$ cat config.mk
export PLATFORM = sky130hd
export DESIGN_NAME = sram_arbiter_flat
export DESIGN_NICKNAME = d
export VERILOG_FILES = /design/src/rtl/sram_arbiter_if.sv /design/src/rtl/sram_arbiter.sv /design/src/flat_wrapper.sv
export SDC_FILE = /design/constraint.sdc
export NUM_CORES = 1
export LEC_CHECK = 0
export BUFFER_PORTS_ARGS = -buffer_cell sky130_fd_sc_hd__clkbuf_2
export CAP_MARGIN = 20
export CORE_MARGIN = 3
export CORE_UTILIZATION = 40
export DETAILED_ROUTE_END_ITERATION = 6
export PLACE_DENSITY = 0.76
export SYNTH_ARGS = -nofsm -noshare
export SYNTH_HDL_FRONTEND = slang
export SYNTH_SLANG_ARGS = --single-unit
$ cat constraint.sdc
create_clock -name clk -period 1.74 [get_ports clk]
set_clock_uncertainty 0.05 [all_clocks]
set_input_delay 0.261 -clock clk [delete_from_list [all_inputs] [get_ports clk]]
set_output_delay 0.261 -clock clk [all_outputs]
set_load 0.02 [all_outputs]
$ cat src/rtl/sram_arbiter_if.sv
// sram_arbiter_if
//   Bundles the three buses around the SRAM arbiter: instruction-fetch
//   requester (if_*), MEM-stage data requester (mem_*) and the external
//   SRAM pins (ram_*).
//   Modports:
//     slave  - arbiter side: takes requests and ram_rdata, drives acks, read
//              data, hold lines and the SRAM address/data/strobes.
//     master - CPU/SRAM side: the mirror image of slave.
//   Parameters: ADDR_W address width, DATA_W data width.
interface sram_arbiter_if #(
  parameter int ADDR_W = 16,
  parameter int DATA_W = 16
);
  logic              if_req;
  logic [ADDR_W-1:0] if_addr;
  logic              if_ack;
  logic [DATA_W-1:0] if_rdata;
  logic              if_hold;

  logic              mem_req;
  logic              mem_we;
  logic [ADDR_W-1:0] mem_addr;
  logic [DATA_W-1:0] mem_wdata;
  logic              mem_ack;
  logic [DATA_W-1:0] mem_rdata;
  logic              mem_hold;

  logic [ADDR_W-1:0] ram_addr;
  logic [DATA_W-1:0] ram_wdata;
  logic [DATA_W-1:0] ram_rdata;
  logic              ram_dout_en;
  logic              ram_ce_n;
  logic              ram_oe_n;
  logic              ram_we_n;

  modport slave (
    input  if_req, if_addr,
    input  mem_req, mem_we, mem_addr, mem_wdata,
    input  ram_rdata,
    output if_ack, if_rdata, if_hold,
    output mem_ack, mem_rdata, mem_hold,
    output ram_addr, ram_wdata, ram_dout_en, ram_ce_n, ram_oe_n, ram_we_n
  );

  modport master (
    output if_req, if_addr,
    output mem_req, mem_we, mem_addr, mem_wdata,
    output ram_rdata,
    input  if_ack, if_rdata, if_hold,
    input  mem_ack, mem_rdata, mem_hold,
    input  ram_addr, ram_wdata, ram_dout_en, ram_ce_n, ram_oe_n, ram_we_n
  );
endinterface

$ cat src/rtl/sram_arbiter.sv
// sram_arbiter
//   Shares one asynchronous SRAM between instruction fetch and the MEM-stage
//   data port, with fixed priority MEM over IF (MEM holds the older
//   instruction). Sequences the SRAM strobes and raises hold lines that stall
//   the requesters until their access is acknowledged.
//   Ports:
//     clk            system clock, all state changes on posedge
//     rst            synchronous reset, active low
//     bus            sram_arbiter_if.slave: requester buses and SRAM pins
//     perf_if_stall  (SRAM_ARB_PERF_EN only) saturating count of if_hold cycles
//     perf_mem_ops   (SRAM_ARB_PERF_EN only) saturating count of mem_ack pulses
//   Build option: define SRAM_ARB_PERF_EN to add the two performance counters.
//
//   state    | meaning
//   ---------+-----------------------------------------------------------
//   IDLE     | arbitrate; grant MEM first, then IF; latch addr/data
//   IF_RD    | fetch read, ce_n=oe_n=0 for RD_CYCLES cycles
//   MEM_RD   | data read, ce_n=oe_n=0 for RD_CYCLES cycles
//   WR_SETUP | address/data setup, ce_n=0, dout_en=1, we_n=1
//   WR_PULSE | we_n=0 for WR_CYCLES cycles
//   WR_HOLD  | data hold after we_n rises, dout_en=1
//   DONE     | owner's ack high, strobes inactive, no grant
module sram_arbiter #(
  parameter int ADDR_W    = 16,
  parameter int DATA_W    = 16,
  parameter int RD_CYCLES = 1,
  parameter int WR_CYCLES = 2
) (
  input  logic        clk,
  input  logic        rst,
  sram_arbiter_if.slave bus
`ifdef SRAM_ARB_PERF_EN
  ,
  output logic [31:0] perf_if_stall,
  output logic [31:0] perf_mem_ops
`endif
);

  localparam int MAX_CYC = (RD_CYCLES > WR_CYCLES) ? RD_CYCLES : WR_CYCLES;
  // The counter only has to hold the reload value MAX_CYC-1.
  localparam int CNT_W = (MAX_CYC > 1) ? $clog2(MAX_CYC) : 1;
  localparam logic [CNT_W-1:0] RD_LOAD = CNT_W'(RD_CYCLES - 1);
  localparam logic [CNT_W-1:0] WR_LOAD = CNT_W'(WR_CYCLES - 1);

  typedef enum logic [2:0] {
    IDLE,
    IF_RD,
    MEM_RD,
    WR_SETUP,
    WR_PULSE,
    WR_HOLD,
    DONE
  } state_t;

  state_t            state_q, state_nx;
  logic [CNT_W-1:0]  cnt_q, cnt_nx;
  logic              grant, grant_mem;
  logic [ADDR_W-1:0] grant_addr;
  logic              cap_if, cap_mem;

  logic              ce_n_nx, oe_n_nx, we_n_nx, dout_en_nx;
  logic              if_ack_nx, mem_ack_nx;

  logic              ce_n_q, oe_n_q, we_n_q, dout_en_q;
  logic              if_ack_q, mem_ack_q;
  logic [DATA_W-1:0] if_rdata_q, mem_rdata_q;
  logic [ADDR_W-1:0] addr_q;
  logic [DATA_W-1:0] wdata_q;

  always_comb begin
    state_nx  = state_q;
    cnt_nx    = cnt_q;
    grant     = 1'b0;
    grant_mem = 1'b0;
    cap_if    = 1'b0;
    cap_mem   = 1'b0;
    case (state_q)
      IDLE: begin
        if (bus.mem_req) begin
          grant     = 1'b1;
          grant_mem = 1'b1;
          if (bus.mem_we) begin
            state_nx = WR_SETUP;
            cnt_nx   = WR_LOAD;
          end else begin
            state_nx = MEM_RD;
            cnt_nx   = RD_LOAD;
          end
        end else if (bus.if_req) begin
          grant    = 1'b1;
          state_nx = IF_RD;
          cnt_nx   = RD_LOAD;
        end
      end
      IF_RD: begin
        if (cnt_q == '0) begin
          state_nx = DONE;
          cap_if   = 1'b1;
        end else begin
          cnt_nx = cnt_q - CNT_W'(1);
        end
      end
      MEM_RD: begin
        if (cnt_q == '0) begin
          state_nx = DONE;
          cap_mem  = 1'b1;
        end else begin
          cnt_nx = cnt_q - CNT_W'(1);
        end
      end
      WR_SETUP: state_nx = WR_PULSE;
      WR_PULSE: begin
        if (cnt_q == '0) begin
          state_nx = WR_HOLD;
        end else begin
          cnt_nx = cnt_q - CNT_W'(1);
        end
      end
      WR_HOLD: state_nx = DONE;
      DONE:    state_nx = IDLE;
      default: state_nx = IDLE;
    endcase
  end

  assign grant_addr = grant_mem ? bus.mem_addr : bus.if_addr;

  // Strobes are decoded from the next state and registered, so the SRAM pins
  // never see a combinational path from the request lines.
  always_comb begin
    ce_n_nx    = 1'b1;
    oe_n_nx    = 1'b1;
    we_n_nx    = 1'b1;
    dout_en_nx = 1'b0;
    case (state_nx)
      IF_RD, MEM_RD: begin
        ce_n_nx = 1'b0;
        oe_n_nx = 1'b0;
      end
      WR_SETUP, WR_HOLD: begin
        ce_n_nx    = 1'b0;
        dout_en_nx = 1'b1;
      end
      WR_PULSE: begin
        ce_n_nx    = 1'b0;
        we_n_nx    = 1'b0;
        dout_en_nx = 1'b1;
      end
      default: ;
    endcase
  end

  assign if_ack_nx  = cap_if;
  assign mem_ack_nx = cap_mem | (state_q == WR_HOLD);

  always_ff @(posedge clk) begin
    if (!rst) begin
      state_q     <= IDLE;
      cnt_q       <= '0;
      ce_n_q      <= 1'b1;
      oe_n_q      <= 1'b1;
      we_n_q      <= 1'b1;
      dout_en_q   <= 1'b0;
      if_ack_q    <= 1'b0;
      mem_ack_q   <= 1'b0;
      if_rdata_q  <= '0;
      mem_rdata_q <= '0;
      addr_q      <= '0;
      wdata_q     <= '0;
    end else begin
      state_q   <= state_nx;
      cnt_q     <= cnt_nx;
      ce_n_q    <= ce_n_nx;
      oe_n_q    <= oe_n_nx;
      we_n_q    <= we_n_nx;
      dout_en_q <= dout_en_nx;
      if_ack_q  <= if_ack_nx;
      mem_ack_q <= mem_ack_nx;
      if (grant) begin
        addr_q <= grant_addr;
      end
      if (grant_mem) begin
        wdata_q <= bus.mem_wdata;
      end
      if (cap_if) begin
        if_rdata_q <= bus.ram_rdata;
      end
      if (cap_mem) begin
        mem_rdata_q <= bus.ram_rdata;
      end
    end
  end

  assign bus.ram_addr    = addr_q;
  assign bus.ram_wdata   = wdata_q;
  assign bus.ram_ce_n    = ce_n_q;
  assign bus.ram_oe_n    = oe_n_q;
  assign bus.ram_we_n    = we_n_q;
  assign bus.ram_dout_en = dout_en_q;
  assign bus.if_ack      = if_ack_q;
  assign bus.if_rdata    = if_rdata_q;
  assign bus.mem_ack     = mem_ack_q;
  assign bus.mem_rdata   = mem_rdata_q;

  // Requesters stay held until the cycle their own ack is presented.
  assign bus.if_hold  = bus.if_req & ~if_ack_q;
  assign bus.mem_hold = bus.mem_req & ~mem_ack_q;

`ifdef SRAM_ARB_PERF_EN
  always_ff @(posedge clk) begin
    if (!rst) begin
      perf_if_stall <= '0;
      perf_mem_ops  <= '0;
    end else begin
      if (bus.if_hold && (perf_if_stall != 32'hFFFF_FFFF)) begin
        perf_if_stall <= perf_if_stall + 32'd1;
      end
      if (mem_ack_q && (perf_mem_ops != 32'hFFFF_FFFF)) begin
        perf_mem_ops <= perf_mem_ops + 32'd1;
      end
    end
  end
`endif

endmodule
$ cat src/flat_wrapper.sv
// flat-port wrapper written by rule: the top's interface ports become plain ports
module sram_arbiter_flat 
#(
  parameter int ADDR_W    = 16,
  parameter int DATA_W    = 16,
  parameter int RD_CYCLES = 1,
  parameter int WR_CYCLES = 2
)
  (clk, rst, bus_if_req, bus_if_addr, bus_mem_req, bus_mem_we, bus_mem_addr, bus_mem_wdata, bus_ram_rdata, bus_if_ack, bus_if_rdata, bus_if_hold, bus_mem_ack, bus_mem_rdata, bus_mem_hold, bus_ram_addr, bus_ram_wdata, bus_ram_dout_en, bus_ram_ce_n, bus_ram_oe_n, bus_ram_we_n);
  sram_arbiter_if #(.ADDR_W(ADDR_W), .DATA_W(DATA_W)) bus_i ();
  input  logic clk;
  input  logic rst;
  input wire logic [$bits(bus_i.if_req)-1:0] bus_if_req;
  input wire logic [$bits(bus_i.if_addr)-1:0] bus_if_addr;
  input wire logic [$bits(bus_i.mem_req)-1:0] bus_mem_req;
  input wire logic [$bits(bus_i.mem_we)-1:0] bus_mem_we;
  input wire logic [$bits(bus_i.mem_addr)-1:0] bus_mem_addr;
  input wire logic [$bits(bus_i.mem_wdata)-1:0] bus_mem_wdata;
  input wire logic [$bits(bus_i.ram_rdata)-1:0] bus_ram_rdata;
  output wire logic [$bits(bus_i.if_ack)-1:0] bus_if_ack;
  output wire logic [$bits(bus_i.if_rdata)-1:0] bus_if_rdata;
  output wire logic [$bits(bus_i.if_hold)-1:0] bus_if_hold;
  output wire logic [$bits(bus_i.mem_ack)-1:0] bus_mem_ack;
  output wire logic [$bits(bus_i.mem_rdata)-1:0] bus_mem_rdata;
  output wire logic [$bits(bus_i.mem_hold)-1:0] bus_mem_hold;
  output wire logic [$bits(bus_i.ram_addr)-1:0] bus_ram_addr;
  output wire logic [$bits(bus_i.ram_wdata)-1:0] bus_ram_wdata;
  output wire logic [$bits(bus_i.ram_dout_en)-1:0] bus_ram_dout_en;
  output wire logic [$bits(bus_i.ram_ce_n)-1:0] bus_ram_ce_n;
  output wire logic [$bits(bus_i.ram_oe_n)-1:0] bus_ram_oe_n;
  output wire logic [$bits(bus_i.ram_we_n)-1:0] bus_ram_we_n;
  assign bus_i.if_req = bus_if_req;
  assign bus_i.if_addr = bus_if_addr;
  assign bus_i.mem_req = bus_mem_req;
  assign bus_i.mem_we = bus_mem_we;
  assign bus_i.mem_addr = bus_mem_addr;
  assign bus_i.mem_wdata = bus_mem_wdata;
  assign bus_i.ram_rdata = bus_ram_rdata;
  assign bus_if_ack = bus_i.if_ack;
  assign bus_if_rdata = bus_i.if_rdata;
  assign bus_if_hold = bus_i.if_hold;
  assign bus_mem_ack = bus_i.mem_ack;
  assign bus_mem_rdata = bus_i.mem_rdata;
  assign bus_mem_hold = bus_i.mem_hold;
  assign bus_ram_addr = bus_i.ram_addr;
  assign bus_ram_wdata = bus_i.ram_wdata;
  assign bus_ram_dout_en = bus_i.ram_dout_en;
  assign bus_ram_ce_n = bus_i.ram_ce_n;
  assign bus_ram_oe_n = bus_i.ram_oe_n;
  assign bus_ram_we_n = bus_i.ram_we_n;
  sram_arbiter #(.ADDR_W(ADDR_W), .DATA_W(DATA_W), .RD_CYCLES(RD_CYCLES), .WR_CYCLES(WR_CYCLES)) u_core (.clk(clk), .rst(rst), .bus(bus_i));
endmodule
==> out/qor.json <==
{
  "timing": {
    "final_min_period_over_clock_period_pct": 95.59,
    "worst_slew_margin_rel_pct": 74.82,
    "worstMarginPinSlew_ps": 377.2,
    "finalSetupViolCount": 0,
    "grt_setup_unrepaired": "no",
    "final_period_minus_worst_setup_slack_ps": 1663,
    "setup-tns-final_ps": 0,
    "hold_viol": 0,
    "slew_violations": 0,
    "fmax_mhz": 601.3
  },
  "routing": {
    "viasPerCell": 4.898,
    "detail_route.wirelength_mm": 7.804,
    "postRouteAntennaNets": 0,
    "detail_route.drc_violations": 0,
    "detailroute.via_count": 2895,
    "dr.first_iter.drc_count": 89,
    "wl_per_cell_um": 13.20,
    "drtPass1Iterations": 4
  },
  "synthesis": {
    "synth_seq_cells": 74,
    "mappedNetlistNets": 412,
    "post-synth-top-area-cell": "sky130_fd_sc_hd__dfxtp_1",
    "async_reset_ff_share_pct": 0,
    "synth.yosys.seq_area_share_pct": 51.21,
    "syn_area_per_cell_um2": 8.434,
    "synthesis.yosys.warnings": 0,
    "synthFlopType": "sky130_fd_sc_hd__dfxtp_1",
    "synth_top_cells_by_area": "sky130_fd_sc_hd__dfxtp_1 51%, sky130_fd_sc_hd__nand2_1 15%, sky130_fd_sc_hd__a21oi_1 12%",
    "synth_enable_flop_cells": 0,
    "netlist.area_leader.share_pct": 51.21,
    "synth_cell_types": 38,
    "postSynthCellCount": 343,
    "synth.cell_area_um2": 2893
  },
  "placed_design": {
    "instance_area_at_placement_um2": 3777,
    "routabilityCongestion": 0.7908,
    "detailedPlacementHpwl_mm": 5.729,
    "port_buffers": 140
  },
  "floorplan": {
    "core_region_area_um2": 6907,
    "die_area_um2": 8288,
    "die_h_um": 91.04,
    "io-pin-count": 141,
    "chipWidth_um": 91.04,
    "rows": 30,
    "floorplan.initialDensity_pct": 41.88
  },
  "cts": {
    "source_to_sink_clock_delay_at_the_later_pin_of_the_worst_skew_pair_ps": 340,
    "tritoncts": "built",
    "cts_max_level": 3,
    "total_number_of_clock_tree_sinks": 74,
    "clock_root_cell": "sky130_fd_sc_hd__clkbuf_8",
    "clk_pin_slew_ps": 80,
    "clock_tree.buffer_depth": 2,
    "cts_inserted_buffers": 9
  },
  "critical_path": {
    "rr_endpoint": "u_core.bus.ram_oe_n$_SDFF_PN1_",
    "slowest_delay_ps": 390,
    "critPathMaxFanout": 8,
    "worst_r2r_startpoint": "u_core.state_q[2]$_SDFF_PN0_",
    "setup.worst_path.class": "reg -> reg",
    "worst_r2r_path_depth": 5,
    "worstPathArrival_ps": 1840,
    "reg2reg_setup_slack_ps": 80,
    "critical_path.cell_chain": "buf_4 -> nor4bb_4 -> a211oi_2 -> or3_1 -> a211o_1",
    "timing.critical_path.to_type": "flip-flop",
    "critical_path_required_ps": 1920,
    "worstSetupStartpointType": "flip-flop",
    "critical_path.slowest_cell": "sky130_fd_sc_hd__dfxtp_4"
  },
  "run_status": {
    "status": "finished, final reports clean"
  },
  "global_routing": {
    "globalRouteTotalUtil_pct": 18.24,
    "grt_start_max_net_pins": 37,
    "first_global_vias": 2745,
    "grt_overflow": 0,
    "grt_pass1_wl_mm": 12.41,
    "initial_antenna_violation_count": 0
  },
  "final_layout": {
    "share_of_post_route_cells_with_drive_strength_above_1_pct": 39.80,
    "diodes": 0,
    "summed_area_of_non_filler_cells_in_the_final_layout_um2": 4100,
    "layout_overhead_on_the_synthesized_area_pct": 41.74,
    "final_net_count": 560,
    "post_layout_util_pct": 59.37
  },
  "min_path": {
    "min_path_type": "in -> reg",
    "timing.hold.worst_endpoint": "u_core.bus.ram_wdata[10]$_SDFFE_PN0P_",
    "holdPathStages": 3,
    "min-delay-start": "bus_mem_wdata[10]"
  },
  "power_and_ir_drop": {
    "power.leakage_nw": 1.798,
    "power_density_nw_per_um2": 1566,
    "vdd_drop_max_mv": 0.9879,
    "total_power_consumption_mw": 6.420
  },
  "run": {
    "drv_cap": 0
  }
}
## how the worst max path moves through the flow
stage | startpoint | end | slack, ps | cells after the start
after CTS | u_core.state_q[1]$_SDFF_PN0_ | u_core.bus.ram_wdata[12]$_SDFFE_PN0P_ | 40 | 6
after global placement | u_core.state_q[1]$_SDFF_PN0_ | u_core.bus.mem_rdata[12]$_SDFFE_PN0P_ | 80 | 4
after global routing | u_core.state_q[2]$_SDFF_PN0_ | u_core.bus.ram_oe_n$_SDFF_PN1_ | 4 | 5
after detailed placement | u_core.state_q[1]$_SDFF_PN0_ | u_core.bus.mem_rdata[12]$_SDFFE_PN0P_ | -80 | 4
final | u_core.state_q[2]$_SDFF_PN0_ | u_core.bus.ram_oe_n$_SDFF_PN1_ | 80 | 5
after floorplan | u_core.state_q[0]$_SDFF_PN0_ | u_core.bus.ram_oe_n$_SDFF_PN1_ | 170 | 5
## flip-flops by register name (all words and copies together) (netlist names)
register / count
u_core.bus.if_rdata: 16
u_core.bus.mem_rdata: 16
u_core.bus.ram_addr: 16
u_core.bus.ram_wdata: 16
u_core.state_q: 3
u_core.bus.if_ack: 1
u_core.bus.mem_ack: 1
u_core.bus.ram_ce_n: 1
u_core.bus.ram_dout_en: 1
u_core.bus.ram_oe_n: 1
u_core.bus.ram_we_n: 1
u_core.cnt_q: 1
## synthesized netlist by cell type (2+ instances only)
cell type                  count
sky130_fd_sc_hd__nand2_1     117
sky130_fd_sc_hd__dfxtp_1      74
sky130_fd_sc_hd__a21oi_1      68
sky130_fd_sc_hd__o221ai_1     16
sky130_fd_sc_hd__buf_2        10
sky130_fd_sc_hd__clkbuf_1     10
sky130_fd_sc_hd__nor2_1        7
sky130_fd_sc_hd__buf_4         3
sky130_fd_sc_hd__buf_6         3
sky130_fd_sc_hd__a211o_1       2
sky130_fd_sc_hd__and2_1        2
sky130_fd_sc_hd__nand3b_1      2
sky130_fd_sc_hd__nor3_2        2
sky130_fd_sc_hd__o21a_1        2
sky130_fd_sc_hd__or3_1         2
## what timing repair did
action	CTS	global route
pin swaps	0	3
gates cloned	0	1
hold endpoints to repair	0	0
endpoints found under the setup margin	16	35
setup buffers	0	1
resized for setup	2	12
hold buffers	0	0
## layout make-up
class	instances	area, um2
Tap cell	96	120.1
Timing Repair Buffer	163	957.2
Clock buffer	10	127.6
Sequential cell	74	1491
Clock inverter	5	103.9
Fill cell	656	2806
Multi-Input combinational cell	241	1292
Inverter	2	7.507
## metrics by stage
| step | hold WS (ps) | worst slack (ps) | std cells |
|---|---|---|---|
| 2_1_floorplan | 347.0 | 173.5 | 343 |
| 3_3_place_gp | 391.9 | 77.61 | 574 |
| 3_5_place_dp | 398.0 | -83.44 | 574 |
| 4_1_cts | 72.32 | 41.53 | 589 |
| 5_1_grt | 84.76 | 3.980 | 591 |
| 6_report | 86.81 | 76.80 | 591 |
## worst max-delay path, delay by kind of cell, from the launching register on
kind | cells | cell delay, ps
AND/OR/NAND/NOR | 2 | 620
flip-flops | 1 | 390
AO/OA/AOI/OAI | 2 | 350
buffers and inverters | 1 | 150
## layout by cell type (no fill, tap or decap), types with 2 or more instances in the layout
cell / instances
sky130_fd_sc_hd__dfxtp_2: 2
sky130_fd_sc_hd__clkbuf_2: 140
sky130_fd_sc_hd__dfxtp_1: 70
sky130_fd_sc_hd__nand2_1: 116
sky130_fd_sc_hd__nand3b_1: 2
sky130_fd_sc_hd__clkbuf_8: 9
sky130_fd_sc_hd__nor3_4: 2
sky130_fd_sc_hd__nor4b_4: 2
sky130_fd_sc_hd__dfxtp_4: 2
sky130_fd_sc_hd__buf_12: 5
sky130_fd_sc_hd__bufinv_16: 3
sky130_fd_sc_hd__nor2_1: 7
sky130_fd_sc_hd__a21oi_1: 68
sky130_fd_sc_hd__a211o_1: 2
sky130_fd_sc_hd__o221ai_1: 16
sky130_fd_sc_hd__buf_4: 16
## layer usage
layer  wire length (um)  share of wire [%]  up-vias  GRT usage, %
met5                  0                  0        -             0
met4                145                1.9        0         8.040
met3                557                7.1       14         4.640
met2               3792                 49      108         30.29
met1               3309                 42     1312         22.25
li1                   -                  -     1461             -
## where the power goes
part           switching [mW]  internal [mW]  total (mW)
sequential              0.225           2.06        2.28
clock                   0.601          0.945        1.55
combinational            1.50           1.10        2.59
total                    2.32           4.10        6.42
## kinds of logic (layout without fill, tap and decap cells)
group / after synthesis / count (layout) / synth area share (%)
AO/OA/AOI/OAI: 96 / 96 / 19.98
AND/OR/NAND/NOR: 143 / 143 / 22.75
multiplexers: 1 / 1 / 0.5189
flip-flops: 74 / 74 / 51.21
XOR/XNOR: 1 / 1 / 0.3028
buffers and inverters: 28 / 180 / 5.233
(Power assumes the default switching activity.)
